## config.mk

```make
export PLATFORM = sky130hd
export DESIGN_NAME = duart_tx_ctrl_flat
export DESIGN_NICKNAME = d
export VERILOG_FILES = /design/src/rtl/duart_tx_ctrl_if.sv /design/src/rtl/duart_tx_ctrl.sv /design/src/flat_wrapper.sv
export SDC_FILE = /design/constraint.sdc
export NUM_CORES = 1
export LEC_CHECK = 0
export ABC_CLOCK_PERIOD_IN_PS = 1800
export CORE_MARGIN = 2
export CORE_UTILIZATION = 49
export DETAILED_ROUTE_END_ITERATION = 12
export PLACE_DENSITY = 0.78
export SKIP_LAST_GASP = 1
export SYNTH_ARGS = -nofsm -noshare
export SYNTH_HDL_FRONTEND = slang
export SYNTH_SLANG_ARGS = --single-unit
```

## constraint.sdc

```tcl
create_clock -name i_Clock -period 1.8 [get_ports i_Clock]
set_input_delay 0.36 -clock i_Clock [delete_from_list [all_inputs] [get_ports i_Clock]]
set_output_delay 0.36 -clock i_Clock [all_outputs]
set_load 0.01 [all_outputs]
```

## src/rtl/duart_tx_ctrl_if.sv

```systemverilog
// rtl/duart_tx_ctrl_if.sv - byte handoff bundle between the transmit controller and the serial core
interface duart_tx_ctrl_if;
  logic       tx_dv;
  logic [7:0] tx_byte;
  logic       tx_active;
  logic       tx_done;
  logic       tx_serial;

  modport master (
    output tx_dv,
    output tx_byte,
    input  tx_active,
    input  tx_done,
    input  tx_serial
  );

  modport slave (
    input  tx_dv,
    input  tx_byte,
    output tx_active,
    output tx_done,
    output tx_serial
  );
endinterface

```

## src/rtl/duart_tx_ctrl.sv

```systemverilog
// rtl/duart_tx_ctrl.sv - DUART per-channel transmit controller; optional CTS gating under DUART_TX_CTS_EN
module duart_tx_ctrl #(
  parameter int GAP_CYCLES = 1
) (
  input  logic             i_Clock,
  input  logic             i_Rst_L,
  input  logic             i_Wr,
  input  logic [7:0]       i_Wr_Data,
  input  logic             i_Cmd_Valid,
  input  logic [2:0]       i_Cmd,
  input  logic             i_CTS_L,
  output logic             o_TxRDY,
  output logic             o_TxEMT,
  output logic             o_Wr_Drop,
  output logic             o_TXD,
  duart_tx_ctrl_if.master  core
);

  typedef enum logic [2:0] {
    IDLE       = 3'd0,
    WAIT_START = 3'd1,
    SHIFTING   = 3'd2,
    GAP        = 3'd3,
    BREAK      = 3'd4,
    DRAIN      = 3'd5
  } state_t;

  localparam logic [2:0] CMD_ENABLE    = 3'b001;
  localparam logic [2:0] CMD_DISABLE   = 3'b010;
  localparam logic [2:0] CMD_RESET     = 3'b011;
  localparam logic [2:0] CMD_BRK_START = 3'b100;
  localparam logic [2:0] CMD_BRK_STOP  = 3'b101;

  localparam logic [3:0] GAP_LAST = 4'(GAP_CYCLES - 1);

  state_t     state, state_nxt;
  logic       enable, enable_nxt;
  logic       thr_full, thr_full_nxt;
  logic [7:0] thr_data, thr_data_nxt;
  logic       brk_pend, brk_nxt;
  logic       drop_nxt;
  logic [3:0] gap_cnt, gap_nxt;
  logic       dv_q, dv_nxt;
  logic [7:0] byte_q, byte_nxt;
  logic       txd_src;
  logic       cts_ok;

  logic cmd_enable, cmd_disable, cmd_reset, cmd_brk_start, cmd_brk_stop;

  assign cmd_enable    = i_Cmd_Valid && (i_Cmd == CMD_ENABLE);
  assign cmd_disable   = i_Cmd_Valid && (i_Cmd == CMD_DISABLE);
  assign cmd_reset     = i_Cmd_Valid && (i_Cmd == CMD_RESET);
  assign cmd_brk_start = i_Cmd_Valid && (i_Cmd == CMD_BRK_START);
  assign cmd_brk_stop  = i_Cmd_Valid && (i_Cmd == CMD_BRK_STOP);

`ifdef DUART_TX_CTS_EN
  logic [1:0] cts_sync;

  // Bring the asynchronous clear-to-send into the clock domain; idles as "not clear".
  always_ff @(posedge i_Clock or negedge i_Rst_L) begin
    if (!i_Rst_L) begin
      cts_sync <= 2'b11;
    end else begin
      cts_sync <= {cts_sync[0], i_CTS_L};
    end
  end

  assign cts_ok = ~cts_sync[1];
`else
  logic unused_cts;

  assign unused_cts = i_CTS_L;
  assign cts_ok     = 1'b1;
`endif

  // Next-state logic: commands take effect first, then the write, then the handoff sequencer.
  always_comb begin
    state_nxt    = state;
    enable_nxt   = enable;
    thr_full_nxt = thr_full;
    thr_data_nxt = thr_data;
    brk_nxt      = brk_pend;
    drop_nxt     = o_Wr_Drop;
    gap_nxt      = gap_cnt;
    dv_nxt       = 1'b0;
    byte_nxt     = byte_q;
    txd_src      = 1'b1;

    if (cmd_enable)              enable_nxt = 1'b1;
    if (cmd_disable)             enable_nxt = 1'b0;
    if (cmd_brk_start && enable) brk_nxt    = 1'b1;
    if (cmd_brk_stop)            brk_nxt    = 1'b0;
    if (cmd_reset) begin
      enable_nxt   = 1'b0;
      thr_full_nxt = 1'b0;
      brk_nxt      = 1'b0;
      drop_nxt     = 1'b0;
    end

    // THR emptiness is judged on the registered flag, so a write racing a handoff is dropped.
    if (i_Wr) begin
      if (enable_nxt && !thr_full) begin
        thr_full_nxt = 1'b1;
        thr_data_nxt = i_Wr_Data;
      end else if (!cmd_reset) begin
        drop_nxt = 1'b1;
      end
    end

    if (cmd_reset) begin
      gap_nxt   = 4'd0;
      state_nxt = (state == WAIT_START || state == SHIFTING) ? DRAIN : GAP;
    end else begin
      case (state)
        IDLE: begin
          // Break waits until the THR byte has gone out as well.
          if (brk_nxt && !thr_full) begin
            state_nxt = BREAK;
          end else if (thr_full && cts_ok) begin
            dv_nxt       = 1'b1;
            byte_nxt     = thr_data;
            thr_full_nxt = 1'b0;
            state_nxt    = WAIT_START;
          end
        end
        WAIT_START: begin
          if (core.tx_active) state_nxt = SHIFTING;
        end
        SHIFTING: begin
          if (core.tx_done) begin
            gap_nxt   = 4'd0;
            state_nxt = GAP;
          end
        end
        GAP: begin
          if (gap_cnt == GAP_LAST) begin
            state_nxt = IDLE;
          end else begin
            gap_nxt = gap_cnt + 4'd1;
          end
        end
        BREAK: begin
          if (cmd_brk_stop) begin
            gap_nxt   = 4'd0;
            state_nxt = GAP;
          end
        end
        DRAIN: begin
          if (core.tx_done) begin
            gap_nxt   = 4'd0;
            state_nxt = GAP;
          end
        end
        default: state_nxt = IDLE;
      endcase
    end

    // Pin source: only a character in flight reaches the line; the rest of the time it is forced.
    case (state)
      BREAK:                txd_src = 1'b0;
      WAIT_START, SHIFTING: txd_src = core.tx_serial;
      default:              txd_src = 1'b1;
    endcase
  end

  // Controller registers, including the registered status flags and the TxD pin.
  always_ff @(posedge i_Clock or negedge i_Rst_L) begin
    if (!i_Rst_L) begin
      state     <= IDLE;
      enable    <= 1'b0;
      thr_full  <= 1'b0;
      thr_data  <= 8'h00;
      brk_pend  <= 1'b0;
      gap_cnt   <= 4'd0;
      dv_q      <= 1'b0;
      byte_q    <= 8'h00;
      o_Wr_Drop <= 1'b0;
      o_TxRDY   <= 1'b0;
      o_TxEMT   <= 1'b1;
      o_TXD     <= 1'b1;
    end else begin
      state     <= state_nxt;
      enable    <= enable_nxt;
      thr_full  <= thr_full_nxt;
      thr_data  <= thr_data_nxt;
      brk_pend  <= brk_nxt;
      gap_cnt   <= gap_nxt;
      dv_q      <= dv_nxt;
      byte_q    <= byte_nxt;
      o_Wr_Drop <= drop_nxt;
      o_TxRDY   <= enable_nxt & ~thr_full_nxt;
      o_TxEMT   <= ~thr_full_nxt & (state_nxt == IDLE);
      o_TXD     <= txd_src;
    end
  end

  assign core.tx_dv   = dv_q;
  assign core.tx_byte = byte_q;

endmodule
```

## src/flat_wrapper.sv

```systemverilog
// flat-port wrapper written by rule: the top's interface ports become plain ports
module duart_tx_ctrl_flat 
#(
  parameter int GAP_CYCLES = 1
)
  (i_Clock, i_Rst_L, i_Wr, i_Wr_Data, i_Cmd_Valid, i_Cmd, i_CTS_L, o_TxRDY, o_TxEMT, o_Wr_Drop, o_TXD, core_tx_dv, core_tx_byte, core_tx_active, core_tx_done, core_tx_serial);
  duart_tx_ctrl_if core_i ();
  input  logic i_Clock;
  input  logic i_Rst_L;
  input  logic i_Wr;
  input  logic [7:0] i_Wr_Data;
  input  logic i_Cmd_Valid;
  input  logic [2:0] i_Cmd;
  input  logic i_CTS_L;
  output logic o_TxRDY;
  output logic o_TxEMT;
  output logic o_Wr_Drop;
  output logic o_TXD;
  output wire logic [$bits(core_i.tx_dv)-1:0] core_tx_dv;
  output wire logic [$bits(core_i.tx_byte)-1:0] core_tx_byte;
  input wire logic [$bits(core_i.tx_active)-1:0] core_tx_active;
  input wire logic [$bits(core_i.tx_done)-1:0] core_tx_done;
  input wire logic [$bits(core_i.tx_serial)-1:0] core_tx_serial;
  assign core_tx_dv = core_i.tx_dv;
  assign core_tx_byte = core_i.tx_byte;
  assign core_i.tx_active = core_tx_active;
  assign core_i.tx_done = core_tx_done;
  assign core_i.tx_serial = core_tx_serial;
  duart_tx_ctrl #(.GAP_CYCLES(GAP_CYCLES)) u_core (.i_Clock(i_Clock), .i_Rst_L(i_Rst_L), .i_Wr(i_Wr), .i_Wr_Data(i_Wr_Data), .i_Cmd_Valid(i_Cmd_Valid), .i_Cmd(i_Cmd), .i_CTS_L(i_CTS_L), .o_TxRDY(o_TxRDY), .o_TxEMT(o_TxEMT), .o_Wr_Drop(o_Wr_Drop), .o_TXD(o_TXD), .core(core_i));
endmodule
```

== After elaboration in Yosys (flattened, before gate mapping) ==
Index checks and enable logic that the tools add are counted.

* Reductions and logical operators: 19
* Multiplexer cells: 36
* Equality and inequality tests: 13
* Bitwise gates (word level): 5
* Add/sub/neg operators: 1

{| class="wikitable"
|+ Operators with widths
! operator !! count
|-
| 3-bit two-way mux || 8
|-
| 1-bit two-way mux || 21
|-
| 4-bit two-way mux || 4
|-
| 3-bit case mux with 5 select lines || 1
|-
| 3-bit by 2-bit == test with 1-bit output (second input constant) || 4
|-
| 3-bit == test (second input constant) || 4
|-
| 4-bit case mux with 3 select lines || 1
|-
| 1-bit logical AND || 8
|-
| 4-bit AND reduction || 2
|-
| 3-bit by 1-bit == test with 1-bit output (second input constant) || 2
|-
| 3-bit logical NOT || 2
|-
| 3-bit by 1-bit != test with 1-bit output (second input constant) || 2
|-
| 4-bit by 1-bit adder with 4-bit output (second input constant) || 1
|-
| 4-bit logical NOT || 1
|-
| 4-bit nonzero test || 1
|-
| 2-bit OR reduction || 2
|-
| 3-bit by 2-bit != test with 1-bit output (second input constant) || 1
|-
| 1-bit NOT || 3
|-
| 1-bit AND || 2
|-
| 1-bit case mux with 2 select lines || 1
|-
| 2-bit AND reduction || 1
|-
| 1-bit logical NOT || 1
|-
| 1-bit logical OR || 1
|}

* Register bits: 31
* Output and inout bits: 13
* Bits of input ports: 19
* Logic and storage cells: 86

== Logic depth before layout (Yosys ltp) ==
Gate-level depths: netlist of the first run.

* Depth after elaboration: 14
* Mapped depth: 7
* Mapped depth without buffers: 6

== Least setup slack after synthesis of the first run ==
No wires, ideal clock.

* Path type: input -> register
* Start point: input i_Cmd_Valid
* End point: register u_core.o_TxEMT
* Setup slack: 0.331 ns
* Path buffers: 1
* Required time: 1.737 ns
* Arrival time: 1.405 ns
* Stages on the path: 6
* Library setup time: 0.063 ns
* Cells stage by stage: buf_6 and4b_1 mux2i_2 a31o_2 a41o_1 and4bb_1

* Elaborated cells on any way between the ends: 28
* Those cells by class: mux: 17; bitwise: 2; reduce/logical: 9

{| class="wikitable"
|+ RTL lines
! what !! line !! text
|-
| start: declaration || flat_wrapper.sv:12 || <nowiki>input logic i_Cmd_Valid;</nowiki>
|-
| 1-bit logical AND || duart_tx_ctrl.sv:53 || <nowiki>assign cmd_brk_start = i_Cmd_Valid && (i_Cmd == CMD_BRK_START);</nowiki>
|-
| 1-bit logical AND || duart_tx_ctrl.sv:91 || <nowiki>if (cmd_brk_start && enable) brk_nxt = 1'b1;</nowiki>
|-
| 1-bit two-way mux || duart_tx_ctrl.sv:91 ||
|-
| 1-bit two-way mux || duart_tx_ctrl.sv:92 || <nowiki>if (cmd_brk_stop) brk_nxt = 1'b0;</nowiki>
|-
| 1-bit two-way mux || duart_tx_ctrl.sv:93 || <nowiki>if (cmd_reset) begin</nowiki>
|-
| 1-bit logical AND || duart_tx_ctrl.sv:117 || <nowiki>if (brk_nxt && !thr_full) begin</nowiki>
|-
| 3-bit two-way mux || duart_tx_ctrl.sv:117 ||
|-
| 3-bit case mux with 5 select lines || duart_tx_ctrl.sv:114 || <nowiki>case (state)</nowiki>
|-
| 3-bit two-way mux (*) || duart_tx_ctrl.sv:110 || <nowiki>if (cmd_reset) begin</nowiki>
|-
| named net u_core.state_nxt[2] || duart_tx_ctrl.sv:36 || <nowiki>state_t state, state_nxt;</nowiki>
|-
| 3-bit logical NOT (*) || duart_tx_ctrl.sv:192 || <nowiki>o_TxEMT <= ~thr_full_nxt & (state_nxt == IDLE);</nowiki>
|-
| 1-bit AND (*) || duart_tx_ctrl.sv:192 ||
|-
| end signal: assignment || duart_tx_ctrl.sv:192 ||
|-
| end: declaration || duart_tx_ctrl.sv:13 || <nowiki>output logic o_TxEMT,</nowiki>
|}

The timed path passes the listed nets; every way through them passes the cells marked *.
A chain may end at the register's enable or synchronous reset.

== Worst setup path in the final report of the first run ==
* Start point: input i_Cmd[1]
* End point: register u_core.o_TxRDY

* Longest elaborated chain between the ends: 14
* Elaborated cells on any way between the ends: 28
* Those cells by class: eq/ne: 5; mux: 13; bitwise: 2; reduce/logical: 8

{| class="wikitable"
|+ RTL lines
! what !! line !! text
|-
| start: declaration || flat_wrapper.sv:13 || <nowiki>input logic [2:0] i_Cmd;</nowiki>
|-
| 3-bit by 1-bit == test with 1-bit output || duart_tx_ctrl.sv:50 || <nowiki>assign cmd_enable = i_Cmd_Valid && (i_Cmd == CMD_ENABLE);</nowiki>
|-
| 1-bit logical AND || duart_tx_ctrl.sv:50 ||
|-
| 1-bit two-way mux || duart_tx_ctrl.sv:89 || <nowiki>if (cmd_enable) enable_nxt = 1'b1;</nowiki>
|-
| 1-bit two-way mux || duart_tx_ctrl.sv:90 || <nowiki>if (cmd_disable) enable_nxt = 1'b0;</nowiki>
|-
| 1-bit two-way mux || duart_tx_ctrl.sv:93 ||
|-
| 1-bit logical AND || duart_tx_ctrl.sv:102 || <nowiki>if (enable_nxt && !thr_full) begin</nowiki>
|-
| 1-bit two-way mux || duart_tx_ctrl.sv:102 ||
|-
| 1-bit two-way mux || duart_tx_ctrl.sv:101 || <nowiki>if (i_Wr) begin</nowiki>
|-
| 1-bit two-way mux || duart_tx_ctrl.sv:119 || <nowiki>end else if (thr_full && cts_ok) begin</nowiki>
|-
| 1-bit two-way mux || duart_tx_ctrl.sv:117 ||
|-
| 1-bit two-way mux || duart_tx_ctrl.sv:114 ||
|-
| 1-bit two-way mux (*) || duart_tx_ctrl.sv:110 ||
|-
| named net u_core.thr_full_nxt || duart_tx_ctrl.sv:38 || <nowiki>logic thr_full, thr_full_nxt;</nowiki>
|-
| 1-bit NOT (*) || duart_tx_ctrl.sv:191 || <nowiki>o_TxRDY <= enable_nxt & ~thr_full_nxt;</nowiki>
|-
| 1-bit AND (*) || duart_tx_ctrl.sv:191 ||
|-
| end signal: assignment || duart_tx_ctrl.sv:191 ||
|-
| end: declaration || duart_tx_ctrl.sv:12 || <nowiki>output logic o_TxRDY,</nowiki>
|}

Marked as above.

==> impl_metrics.toml, run 1 <==
[outcome]
result_of_the_run = "complete, but fails checks"
failing_checks = "design-rule violations"

[sta]
worst-slew-pin-transition_ns = 0.386
worst_slew_margin_rel_pct = 74.3
layout_worst_path_cycle_share_pct = 97.0
finalClockSkew_ns = 0.00804
timing.final.setup_violations = 0
final_max_slew_viol_count = 0
finalHoldViolations = 0
setup_repair_after_global_routing_missed_its_margin = "no"
min_period_ns = 1.75
clock.fmax_mhz = 573

[logic_synthesis]
yosys-mux-area-fraction_pct = 7.11
synth_xor_area_share_pct = 0.600
synthSimpleGateAreaFrac_pct = 18.4
syn-num-nets = 157
synth_sequential_area_ratio_pct = 53.3
synthesized_instance_count = 136
ys_async_sr_fraction_pct = 100
synth-edff-count = 0
synth-adder-area-share_pct = 1.71
synth_compound_area_share_pct = 12.9
post_synth_num_cell_types = 40
postSynthAreaPerCell_um2 = 10.7
ys.flop_type = "dfrtp_1"
area_of_the_mapped_netlist_um2 = 1460
yosys_warning_total = 0
synth_top_family_by_area = "simple AND/OR/NAND/NOR gates"
ys_ff_latch = 31

[route]
route.antenna.remaining_nets = 0
via_density = 5.38
drt-total-wl_um = 2870
detailroute.via_count = 1141
detail_route.iter0.violations = 36
firstDrtPassIters = 8
remaining_drc_errors = 3
detail_route.wl_per_cell_um = 13.5

[cells_and_area]
fin_nets = 201
layout_area_overhead_pct = 30.1
mostFrequentLayoutCell = "nand2_1"
drive_gt1_share_pct = 16.0
layout.cells.non_filler = 212
finish.utilization_pct = 67.7
num_antenna_cells = 0
top_library_cells_by_usage_in_the_layout_fill_and_taps_aside = "31 x nand2_1, 29 x clkdlybuf4s50_1, 29 x dfrtp_1"

[pwr]
p_per_area_nw_per_um2 = 1360
cellLeakagePower_nw = 0.878
ir_worst_vdd_mv = 0.709

[critical_path]
cp_slowest_cell = "clkdlybuf4s50_1"
crit_chain = "clkdlybuf4s50_1, nor2b_2, a221o_1, buf_4, o21a_1, a31oi_1, nor2_1"
timing.critical_path.slowest_cell_delay_ns = 0.49
critical_path_arrival_ns = 1.96
worstSetupEndpointType = "flip-flop"
worst_ep_required_time_ns = 2.02
cp-startpoint = "i_Cmd[1]"
worst_r2r_startpoint = "u_core.state[0]"
worstPathMaxFanout = 6
setup.worst_path.class = "input pin to flip-flop"
crit_path_start_kind = "input pin"

[placed_design]
gp_congestion = 0.806
buffer_ports.inserted = 30
dp.cells = 204
dpl.hpwl_um = 2120

[clocking]
post-cts-setup-buffer-count = 0
cts_sinks = 31
clock_tree.htree_level_count = 2
clk_path_buf_depth = 2
cts_hold_buffers = 0
clk_pin_slew_ns = 0.10
tritoncts = "built"
clock-root-buffer = "clkbuf_4"
clock_latency_ns = 0.33
cts_buffers = 5

[die]
design.portCount = 32
dieArea_um2 = 3430
die_width_um = 58.6
std_cell_rows = 19
core_area_um2 = 2810
floorplan.initialDensity_pct = 52.1
die_height_um = 58.6

[grt]
grt_usage_pct = 20.0
total_global_routing_overflow = 0
grt_max_degree = 32
grt_antenna_before_repair = 0
grt_first_pass_wirelength_um = 5050
first_global_vias = 1175

[run]
cap_violations = 0

[min_path]
timing.hold.worst.class = "input pin to asynchronous set/reset pin"
==> worst max-delay path, delay by kind of cell <==
| kind | cells | cell delay [ns] |
|---|---|---|
| and+or+nand+nor | 2 | 0.27 |
| AOI/OAI and AO/OA | 3 | 0.69 |
| buffers and inverters | 2 | 0.63 |
==> power by group <==
group          total [mW]  switching [mW]  internal (mW)
combinational        1.02           0.442          0.574
clock               0.423           0.234          0.189
sequential           1.15           0.182          0.966
total                2.59           0.857           1.73
==> layer usage <==
metal | vias to the layer above | routed length, um | global-route usage, %
met2 | 34 | 1350 | 33.9
met4 | 0 | 55 | 7.79
met5 | - | 0 | 0
li1 | 563 | - | -
met3 | 5 | 184 | 6.15
met1 | 539 | 1280 | 23.8
==> through the flow <==
| step | hold slack [ns] | TNS [ns] | total power, mW | setup slack, ns | area [um^2] |
|---|---|---|---|---|---|
| floorplan | 0.0644 | 0 | 1.77 | 0.331 | 1460 |
| global placement | 0.443 | -2.66 | 2.14 | -0.223 | 1840 |
| detailed placement | 0.453 | -3.93 | 2.19 | -0.281 | 1840 |
| CTS | 0.417 | 0 | 2.62 | 0.0413 | 1900 |
| global route | 0.432 | 0 | 2.78 | 0.00902 | 1900 |
| finish | 0.404 | 0 | 2.59 | 0.0547 | 1900 |
==> synth_stat cells (2+ instances only) <==
cell type,instances,area [um^2]
nand2_1,31,116
dfrtp_1,29,726
mux2_1,8,90.1
inv_1,6,22.5
nor2_1,5,18.8
buf_6,4,45.0
nor3_1,4,20.0
o21a_1,4,30.0
a21oi_1,3,15.0
nand2b_1,3,18.8
o21ai_0,3,15.0
a22o_1,2,17.5
a31oi_1,2,12.5
dfstp_2,2,52.6
ha_1,2,25.0
nand3_1,2,10.0
o211ai_1,2,15.0
o22ai_1,2,12.5
==> cells by family after synthesis <==
| logic type | after synthesis |
|---|---|
| compound gates | 26 |
| xor+xnor | 1 |
| fa+ha+maj | 2 |
| buf+inv | 13 |
| flops | 31 |
| mux | 9 |
| simple gates | 54 |
==> path summary, 6_finish.rpt <==
kind,cells past startpoint,to,slack (ns)
max reg2reg,5,u_core.o_TxEMT,0.20
max in group asynchronous,2,u_core.o_TxEMT,1.06
max,7,u_core.o_TxRDY,0.05
min in group i_Clock,2,u_core.thr_full,0.40
min reg2reg,2,u_core.core.tx_byte[5],0.47
min,2,u_core.thr_data[2],0.40
==> area by class of cell <==
type	instances	area (um^2)
clock buffer	7	55.1
timing repair buffer	43	400
clock inverter	1	5.00
fill	221	906
multi-input combinational	92	596
tap	31	38.8
inverter	7	26.3
sequential	31	778
==> registers in the layout (all words and copies together), names as in the netlist <==
signal and cells:
u_core.gap_cnt 4, u_core.o_TxRDY 1, u_core.thr_data 8, u_core.core.tx_dv 1, u_core.core.tx_byte 8, u_core.o_Wr_Drop 1, u_core.brk_pend 1, u_core.thr_full 1
u_core.o_TxEMT 1, u_core.enable 1, u_core.state 3, u_core.o_TXD 1
==> repair_timing <==
| action | CTS | global route |
|---|---|---|
| endpoints found under the setup margin | 0 | 1 |
| resized for setup | 0 | 1 |
| hold endpoints to repair | 0 | 0 |
Note: power is estimated with default switching activity, not from simulation.
==> run 2, diff against run 1 <==
--- a/config.mk
+++ b/config.mk
@@ -10,7 +10,6 @@
 export CORE_UTILIZATION = 49
 export DETAILED_ROUTE_END_ITERATION = 12
 export PLACE_DENSITY = 0.78
-export SKIP_LAST_GASP = 1
 export SYNTH_ARGS = -nofsm -noshare
 export SYNTH_HDL_FRONTEND = slang
 export SYNTH_SLANG_ARGS = --single-unit
==> results of run 2 <==
Final layout, timing and power as in run 1 (identical DEF).
